### src/rtl/uart_tx_mmio.sv
// Memory-mapped 8N1 UART transmitter: bus stores fill a small byte FIFO,
// an FSM drains it onto tx, and loads from STATUS report FIFO/FSM state.
module uart_tx_mmio #(
    parameter logic [31:0] BASE_ADDR    = 32'h0000_0400,
    parameter int          CLKS_PER_BIT = 16,
    parameter int          FIFO_DEPTH   = 4
) (
    input  logic        clk,
    input  logic        reset,
    input  logic        mem_write,
    input  logic        mem_read,
    input  logic [31:0] addr,
    input  logic [31:0] write_data,
    output logic [31:0] read_data,
    output logic        tx,
    output logic        busy
);

    localparam int PW = $clog2(FIFO_DEPTH);
    localparam int CW = $clog2(CLKS_PER_BIT);

    localparam logic [1:0] IDLE  = 2'd0;
    localparam logic [1:0] START = 2'd1;
    localparam logic [1:0] DATA  = 2'd2;
    localparam logic [1:0] STOP  = 2'd3;

    logic [1:0]    state;
    logic [PW-1:0] rd_ptr;
    logic [PW-1:0] wr_ptr;
    logic [PW:0]   count;
    logic [7:0]    fifo_mem [FIFO_DEPTH];
    logic [CW-1:0] baud_cnt;
    logic [2:0]    bit_idx;
    logic [7:0]    shift_reg;
    logic          overflow;

    logic hit;
    logic wr_txdata;
    logic wr_status;
    logic full;
    logic empty;
    logic push;
    logic pop;
    logic bit_end;
    logic [7:0] head;
    logic unused_bits;

    assign hit       = (addr[31:3] == BASE_ADDR[31:3]);
    assign wr_txdata = mem_write & hit & ~addr[2];
    assign wr_status = mem_write & hit & addr[2];
    assign full      = (count == (PW+1)'(FIFO_DEPTH));
    assign empty     = (count == '0);
    assign push      = wr_txdata & ~full;
    assign bit_end   = (baud_cnt == CW'(CLKS_PER_BIT - 1));
    assign head      = fifo_mem[rd_ptr];
    assign busy      = (state != IDLE);
    assign unused_bits = ^{write_data[31:8], addr[1:0]};

    // The FSM takes a new byte whenever it is idle, or right at the end of a
    // stop bit so consecutive frames run with no idle gap.
    assign pop = ~empty & ((state == IDLE) | ((state == STOP) & bit_end));

    always_ff @(posedge clk) begin
        if (push) begin
            fifo_mem[wr_ptr] <= write_data[7:0];
        end
    end

    always_ff @(posedge clk or negedge reset) begin
        if (!reset) begin
            wr_ptr   <= '0;
            rd_ptr   <= '0;
            count    <= '0;
            overflow <= 1'b0;
        end else begin
            if (push) begin
                wr_ptr <= wr_ptr + 1'b1;
            end
            if (pop) begin
                rd_ptr <= rd_ptr + 1'b1;
            end
            case ({push, pop})
                2'b10:   count <= count + 1'b1;
                2'b01:   count <= count - 1'b1;
                default: count <= count;
            endcase
            // Full is judged before the edge, so a pop on the same edge
            // does not rescue a store into a full FIFO.
            if (wr_status) begin
                overflow <= 1'b0;
            end else if (wr_txdata & full) begin
                overflow <= 1'b1;
            end
        end
    end

    always_ff @(posedge clk or negedge reset) begin
        if (!reset) begin
            state     <= IDLE;
            tx        <= 1'b1;
            baud_cnt  <= '0;
            bit_idx   <= '0;
            shift_reg <= '0;
        end else begin
            case (state)
                IDLE: begin
                    tx       <= 1'b1;
                    baud_cnt <= '0;
                    if (!empty) begin
                        shift_reg <= head;
                        tx        <= 1'b0;
                        state     <= START;
                    end
                end
                START: begin
                    if (bit_end) begin
                        baud_cnt <= '0;
                        tx       <= shift_reg[0];
                        bit_idx  <= '0;
                        state    <= DATA;
                    end else begin
                        baud_cnt <= baud_cnt + 1'b1;
                    end
                end
                DATA: begin
                    if (bit_end) begin
                        baud_cnt <= '0;
                        if (bit_idx == 3'd7) begin
                            tx    <= 1'b1;
                            state <= STOP;
                        end else begin
                            shift_reg <= shift_reg >> 1;
                            tx        <= shift_reg[1];
                            bit_idx   <= bit_idx + 1'b1;
                        end
                    end else begin
                        baud_cnt <= baud_cnt + 1'b1;
                    end
                end
                STOP: begin
                    if (bit_end) begin
                        baud_cnt <= '0;
                        if (!empty) begin
                            shift_reg <= head;
                            tx        <= 1'b0;
                            state     <= START;
                        end else begin
                            state <= IDLE;
                        end
                    end else begin
                        baud_cnt <= baud_cnt + 1'b1;
                    end
                end
                default: state <= IDLE;
            endcase
        end
    end

    always_comb begin
        read_data = '0;
        if (mem_read & hit & addr[2]) begin
            read_data = {28'b0, overflow, empty, full, busy};
        end
    end

endmodule
### config.mk
export PLATFORM = sky130hd
export DESIGN_NAME = uart_tx_mmio
export DESIGN_NICKNAME = d
export VERILOG_FILES = /design/src/rtl/uart_tx_mmio.sv
export SDC_FILE = /design/constraint.sdc
export NUM_CORES = 1
export LEC_CHECK = 0
export CAP_MARGIN = 5
export CORE_AREA = 2 2 89 70
export CTS_CLUSTER_SIZE = 30
export DETAILED_ROUTE_END_ITERATION = 7
export DIE_AREA = 0 0 91 72
export DONT_BUFFER_PORTS = 1
export GPL_TIMING_DRIVEN = 0
export PLACE_DENSITY = 0.69
export SYNTH_ARGS = -nofsm -noshare
export SYNTH_HDL_FRONTEND = slang
export SYNTH_SLANG_ARGS = --single-unit
### constraint.sdc
create_clock -name clk -period 5.45 [get_ports clk]
set_input_delay 0.2725 -clock clk [delete_from_list [all_inputs] [get_ports clk]]
set_output_delay 0.2725 -clock clk [all_outputs]
set_load 0.01 [all_outputs]
Word level (Yosys, flattened, before mapping)
Memories as Yosys holds them, arrays and structs flattened.
Index checks and enable logic that the tools add are counted.
{ "word_totals": {"register_bits": 26, "ram_bits": 32, "in_bits": 68, "out_inout_bits": 34, "elab_cells": 88, "mem_count": 1} }
{ "classes": {"addsub": 6, "n_eq_ne": 16, "n_mux": 31, "bitwise": 13, "n_reduce_logical": 12} }
{ "mem_list": {"columns": ["name", "depth", "word_bits", "rd", "rd_ports_with_merged_regs", "write_ports", "line_no", "text"], "rows": [
  ["fifo_mem", 4, 8, 1, 0, 1, "31", "logic [7:0] fifo_mem [FIFO_DEPTH];"]
]} }
{ "ops": {"columns": ["cell", "n"], "rows": [
  ["2-to-1 mux 8 bit", 4],
  ["equality test 29 x 8 -> 1 bit (second input constant)", 1],
  ["case mux 8 bit (3 select lines)", 1],
  ["!= test 2 bit (second input constant)", 7],
  ["case mux 3 bit (2 select lines)", 2],
  ["AND reduction 4 bit", 3],
  ["2-to-1 mux 1 bit", 11],
  ["2-to-1 mux 2 bit", 5],
  ["AND 1 bit", 9],
  ["2-to-1 mux 3 bit", 3],
  ["2-to-1 mux 4 bit", 2],
  ["case mux 2 bit (4 select lines)", 1],
  ["case mux 4 bit (2 select lines)", 1],
  ["nonzero test 2 bit", 4],
  ["adder 3 x 1 -> 3 bit (second input constant)", 2],
  ["equality test 2 bit (second input constant)", 3],
  ["equality test 3 bit (second input constant)", 2],
  ["AND reduction 5 bit", 1],
  ["adder 2 x 1 -> 2 bit (second input constant)", 2],
  ["adder 4 x 1 -> 4 bit (second input constant)", 1],
  ["equality test 2 x 1 -> 1 bit (second input constant)", 2],
  ["equality test 4 bit (second input constant)", 1],
  ["case mux 1 bit (4 select lines)", 1],
  ["logical NOT 3 bit", 1],
  ["6 further kinds", 8]
]} }

Longest topological paths before layout
{ "logic_depth": {"depth_word": 6, "mapped_depth": 10, "depth_no_buf": 10} }

Least setup slack after synthesis
No wires, ideal clock.
{ "synth_timing": {"path_type": "in2reg", "start": "input addr[19]", "end": "register count[2]", "setup_time_ns": 0.126, "t_arrival_ns": 2.000, "required_time_ns": 5.324, "setup_slack_ns": 3.324, "stages": 10, "path_buffers": 0, "cell_sequence": "nor4_2 > nand4_2 > nor4b_4 > inv_1 > ha_1 > inv_1 > fa_1 > xor2_1 > nor2_1 > xor2_1"} }
{ "synth_between": {"elab_chain_cells": 6, "word_cells_on_any_way": 8, "classes_between": "3 x eq/ne; 1 x mux; 3 x bitwise; 1 x reduce/logical"} }
{ "synth_lines": {"columns": ["item", "line_no", "text"], "rows": [
  ["from (decl)", "12", "input logic [31:0] addr,"],
  ["equality test 29 x 8 -> 1 bit (*)", "48", "assign hit = (addr[31:3] == BASE_ADDR[31:3]);"],
  ["AND 1 bit (*) (2 in a row)", "49", "assign wr_txdata = mem_write & hit & ~addr[2];"],
  ["AND 1 bit (*)", "53", "assign push = wr_txdata & ~full;"],
  ["equality test 2 x 1 -> 1 bit or equality test 2 bit (tied branches)", "82", "case ({push, pop})"],
  ["case mux 3 bit (2 select lines) or nonzero test 2 bit (tied branches)", null, null],
  ["to (signal assigned)", "83", "2'b10: count <= count + 1'b1;"],
  ["to (signal assigned)", "84", "2'b01: count <= count - 1'b1;"],
  ["to (signal assigned)", "85", "default: count <= count;"],
  ["to (decl)", "30", "logic [PW:0] count;"]
]} }
Every way passes the cells marked *; elsewhere a longest branch is shown, timed or not.
A chain may end at the register's enable or synchronous reset.

Final worst setup path
{ "layout_timing": {"start": "register state[0]", "end": "register count[2]"} }
{ "layout_between": {"elab_chain_cells": 6, "word_cells_on_any_way": 9, "classes_between": "3 x eq/ne; 1 x mux; 3 x bitwise; 2 x reduce/logical"} }
{ "layout_lines": {"columns": ["item", "line_no", "text"], "rows": [
  ["from (decl)", "27", "logic [1:0] state;"],
  ["from (signal assigned)", "99", "state <= IDLE;"],
  ["from (signal assigned)", "112", "state <= START;"],
  ["from (signal assigned)", "120", "state <= DATA;"],
  ["equality test 2 bit", "61", "assign pop = ~empty & ((state == IDLE) | ((state == STOP) & bit_end));"],
  ["AND 1 bit", "61", null],
  ["bitwise OR 1 bit (*)", "61", null],
  ["AND 1 bit (*)", "61", null],
  ["via pop", "43", "logic pop;"],
  ["equality test 2 x 1 -> 1 bit or equality test 2 bit (tied branches)", "82", null],
  ["case mux 3 bit (2 select lines) or nonzero test 2 bit (tied branches)", null, null]
]} }
The timed path passes the listed nets; every way through them passes the cells marked *.

==> qor.yml <==
worstPathMaxFanout: 6
netlist_top_cells_area: "edfxtp_1 32%, dfrtp_1 21%, buf_4 7.0%"
top_signal_layer_used: "met4"
dr_total_vias: 1684
timing_worst_setup_path_type: "reg2reg"
floorplan.rows: 24
post_synthesis_async_set_or_reset_flop_share_pct: 44.83
finalCritPeriodShare_pct: 43.87
number_of_nets_with_antenna_violations_after_detailed_routing: 0
clockRootBuffer: "clkbuf_8"
met1_length_um: 2242
max_clock_skew_ns: 0.007982
layoutNonFillerInstCount: 339
vias_in_the_first_global_route: 1662
crit_required_ns: 5.70
worst_ep_arrival_time_ns: 2.64
numClockSinks: 58
grt_max_degree: 27
yosysSeqAreaShare_pct: 53.46
ys.warnings.count: 0
global_route.overflow_total: 0
share_of_layout_cells_above_drive_strength_1_pct: 29.89
synth.ff_latch_count: 58
wl_met3_um: 276
crit_start: "state[0]$_DFFE_PN0P_"
regToRegEndpoint: "count[2]$_DFFE_PN0P_"
hpwlAfterDp_um: 3393
slew_headroom_pct: 63.03
detail_route.drc_violations: 0
hold_path_depth: 0
wl_met2_um: 2217
nNetsFinal: 338
num_io_pins: 102
ys_types: 45
rsz_0062_raised_after_global_routing: "no"
pre_cts_ws_ns: 3.040
cts_tree: "yes"
post_dr_wirelength_cell_um: 14.13
r2r_start: "state[0]$_DFFE_PN0P_"
timing.final.crit_period_ns: 2.391
die_x_um: 91
final-setup-viol-count: 0
synth_enable_flop_cells: 32
post_cts_resize_count: 0
htree_levels: 3
routed_wl_um: 4789
placedCellCount: 321
synth_ff_type: "edfxtp_1"
dr.pass1.iters: 4
clk_latency_ns: 0.33
timing.hold.worst.class: "in2reg"
area.growth.synth_to_final_pct: 15.06
wire_length_of_the_first_global_routing_pass_um: 7803
initial_utilization_pct: 53.44
whs_endpoint: "fifo_mem[1][2]$_DFFE_PP_"
clk_pin_slew_worst_paths_ns: 0.07
placement.io_buffers: 0
max_cap_violations: 0
cts_made_buffers: 9
status: "finished, final reports clean"
drtIter0Drc: 61
finalHoldViolations: 0
die-area_um2: 6552
groute.usage.overall_pct: 15.68
p_leak_nw: 1.462
endpoint_kind: "flop"
yosys.area.top_type: "edfxtp_1"
post-synth-top-area-fraction_pct: 31.85
worst_r2r_path_depth: 9
viasPerCell: 4.968
timing_max_transition_violations_final: 0
synth_area_um2: 3017
die_height_um: 72
fin_tns_setup_ns: 0
antenna_found_initial: 0
vdd.ir_drop.worst_mv: 0.2262
clock.fmax_mhz: 418.3
core_region_area_um2: 5645
syn_inst: 216
final_critical_path_setup_slack_ns: 3.059
largest_reg_flops: 32
start_point_of_the_worst_hold_path: "write_data[2]"
ctsLongestPathBuffers: 2
power_per_cell_area_nw_per_um2: 338.0
avgSynthCellArea_um2: 13.97
n_antenna_cell: 0
cp-start-kind: "flop"
regToRegSetupSlack_ns: 3.06
worst-slew-pin-transition_ns: 0.5545
place.gp.congestion: 0.8088
## critical path, cell delays in order, from the launching register on
cell and delay, ns:
dfrtp_1 0.42, ha_1 0.32, nand4_1 0.15, a21oi_1 0.35, ha_1 0.25, inv_1 0.06
fa_1 0.37, xor2_1 0.15, nor2_1 0.11, xor2_1 0.14
## metrics by stage
| stage | util [%] | power [W] | area (µm²) | hold WS (ns) |
|---|---|---|---|---|
| 3_3_place_gp | 56.96 | 0.0007295 | 3216 | -0.02257 |
| 2_1_floorplan | - | 0.0007050 | 3118 | -0.02309 |
| 4_1_cts | 61.48 | 0.001185 | 3471 | 0.01850 |
| 3_5_place_dp | 56.96 | 0.0007361 | 3216 | -0.02247 |
| 5_1_grt | 61.48 | 0.001233 | 3471 | 0.008083 |
| 6_report | 61.48 | 0.001173 | 3471 | 0.03196 |
## worst max-delay path by stage
| stage | endpoint | cells after the start | slack, ns |
|---|---|---|---|
| 3_3_place_gp | count[2]$_DFFE_PN0P_ | 9 | 3.09 |
| 3_5_place_dp | count[2]$_DFFE_PN0P_ | 9 | 3.04 |
| 4_1_cts | count[2]$_DFFE_PN0P_ | 9 | 3.01 |
| 6_report | count[2]$_DFFE_PN0P_ | 9 | 3.06 |
| 5_1_grt | count[2]$_DFFE_PN0P_ | 9 | 2.82 |
| 2_1_floorplan | count[2]$_DFFE_PN0P_ | 10 | 3.32 |
## Yosys cell counts (2+ instances only)
cell and number:
buf_6 2, ha_1 13, a21o_1 2, and2_1 4, a31oi_1 2, nor4_1 3
or3_1 2, xnor2_1 4, nor4_2 3, nand2_1 6, nand4_1 2, nor2_1 9
dfrtp_1 25, nor2b_1 4, inv_1 11, buf_4 28, a21oi_1 3, mux2_1 5
o31ai_1 2, mux4_2 8, nor3_1 3, edfxtp_1 32, o21ai_0 3, a22o_1 5
mux2_2 12, xor2_1 3, clkbuf_1 2
## cells by family after synthesis
group	Yosys count	share of synthesized area (%)
fa+ha+maj	14	6.056
compound gates	22	6.345
buf+inv	43	9.332
xor+xnor	7	2.032
flops	58	53.46
other cells	1	0.1243
simple gates	44	9.498
mux	27	13.15
## repair_timing
action                                 CTS  global route
endpoints found under the hold margin   26             0
setup buffers                            0             0
hold buffers                             2             0
## per-layer routing
layer / global-route usage, % / up-vias
met5: 0 / -
met4: 6.397 / 0
met3: 5.607 / 6
met2: 24.53 / 54
met1: 20.24 / 803
li1: - / 821
## placed cells by master, fill, tap and decap left out, drive strengths merged, types with 5 or more instances in the layout
cell type   n
a22o        5
buf        31
clkbuf     11
conb       28
dfrtp      25
edfxtp     32
ha         13
inv        13
mux2       18
mux4        8
nand2       6
nor2        9
nor4        6
## layout make-up
cell class                 count  area (µm²)
sequential                    58        1613
buffer                        32       240.2
tap                           78       97.59
timing repair buffer           2       30.03
inverter                      11       41.29
multi-input combinational    142        1224
clock buffer                   9       123.9
fill                         456        2175
clock inverter                 7       101.3
## power by group
part | switching, W | internal [W]
combinational | 0.0000855 | 0.000109
sequential | 0.0000334 | 0.000505
clock | 0.000179 | 0.000261
Note: power is estimated with default switching activity, not from simulation.
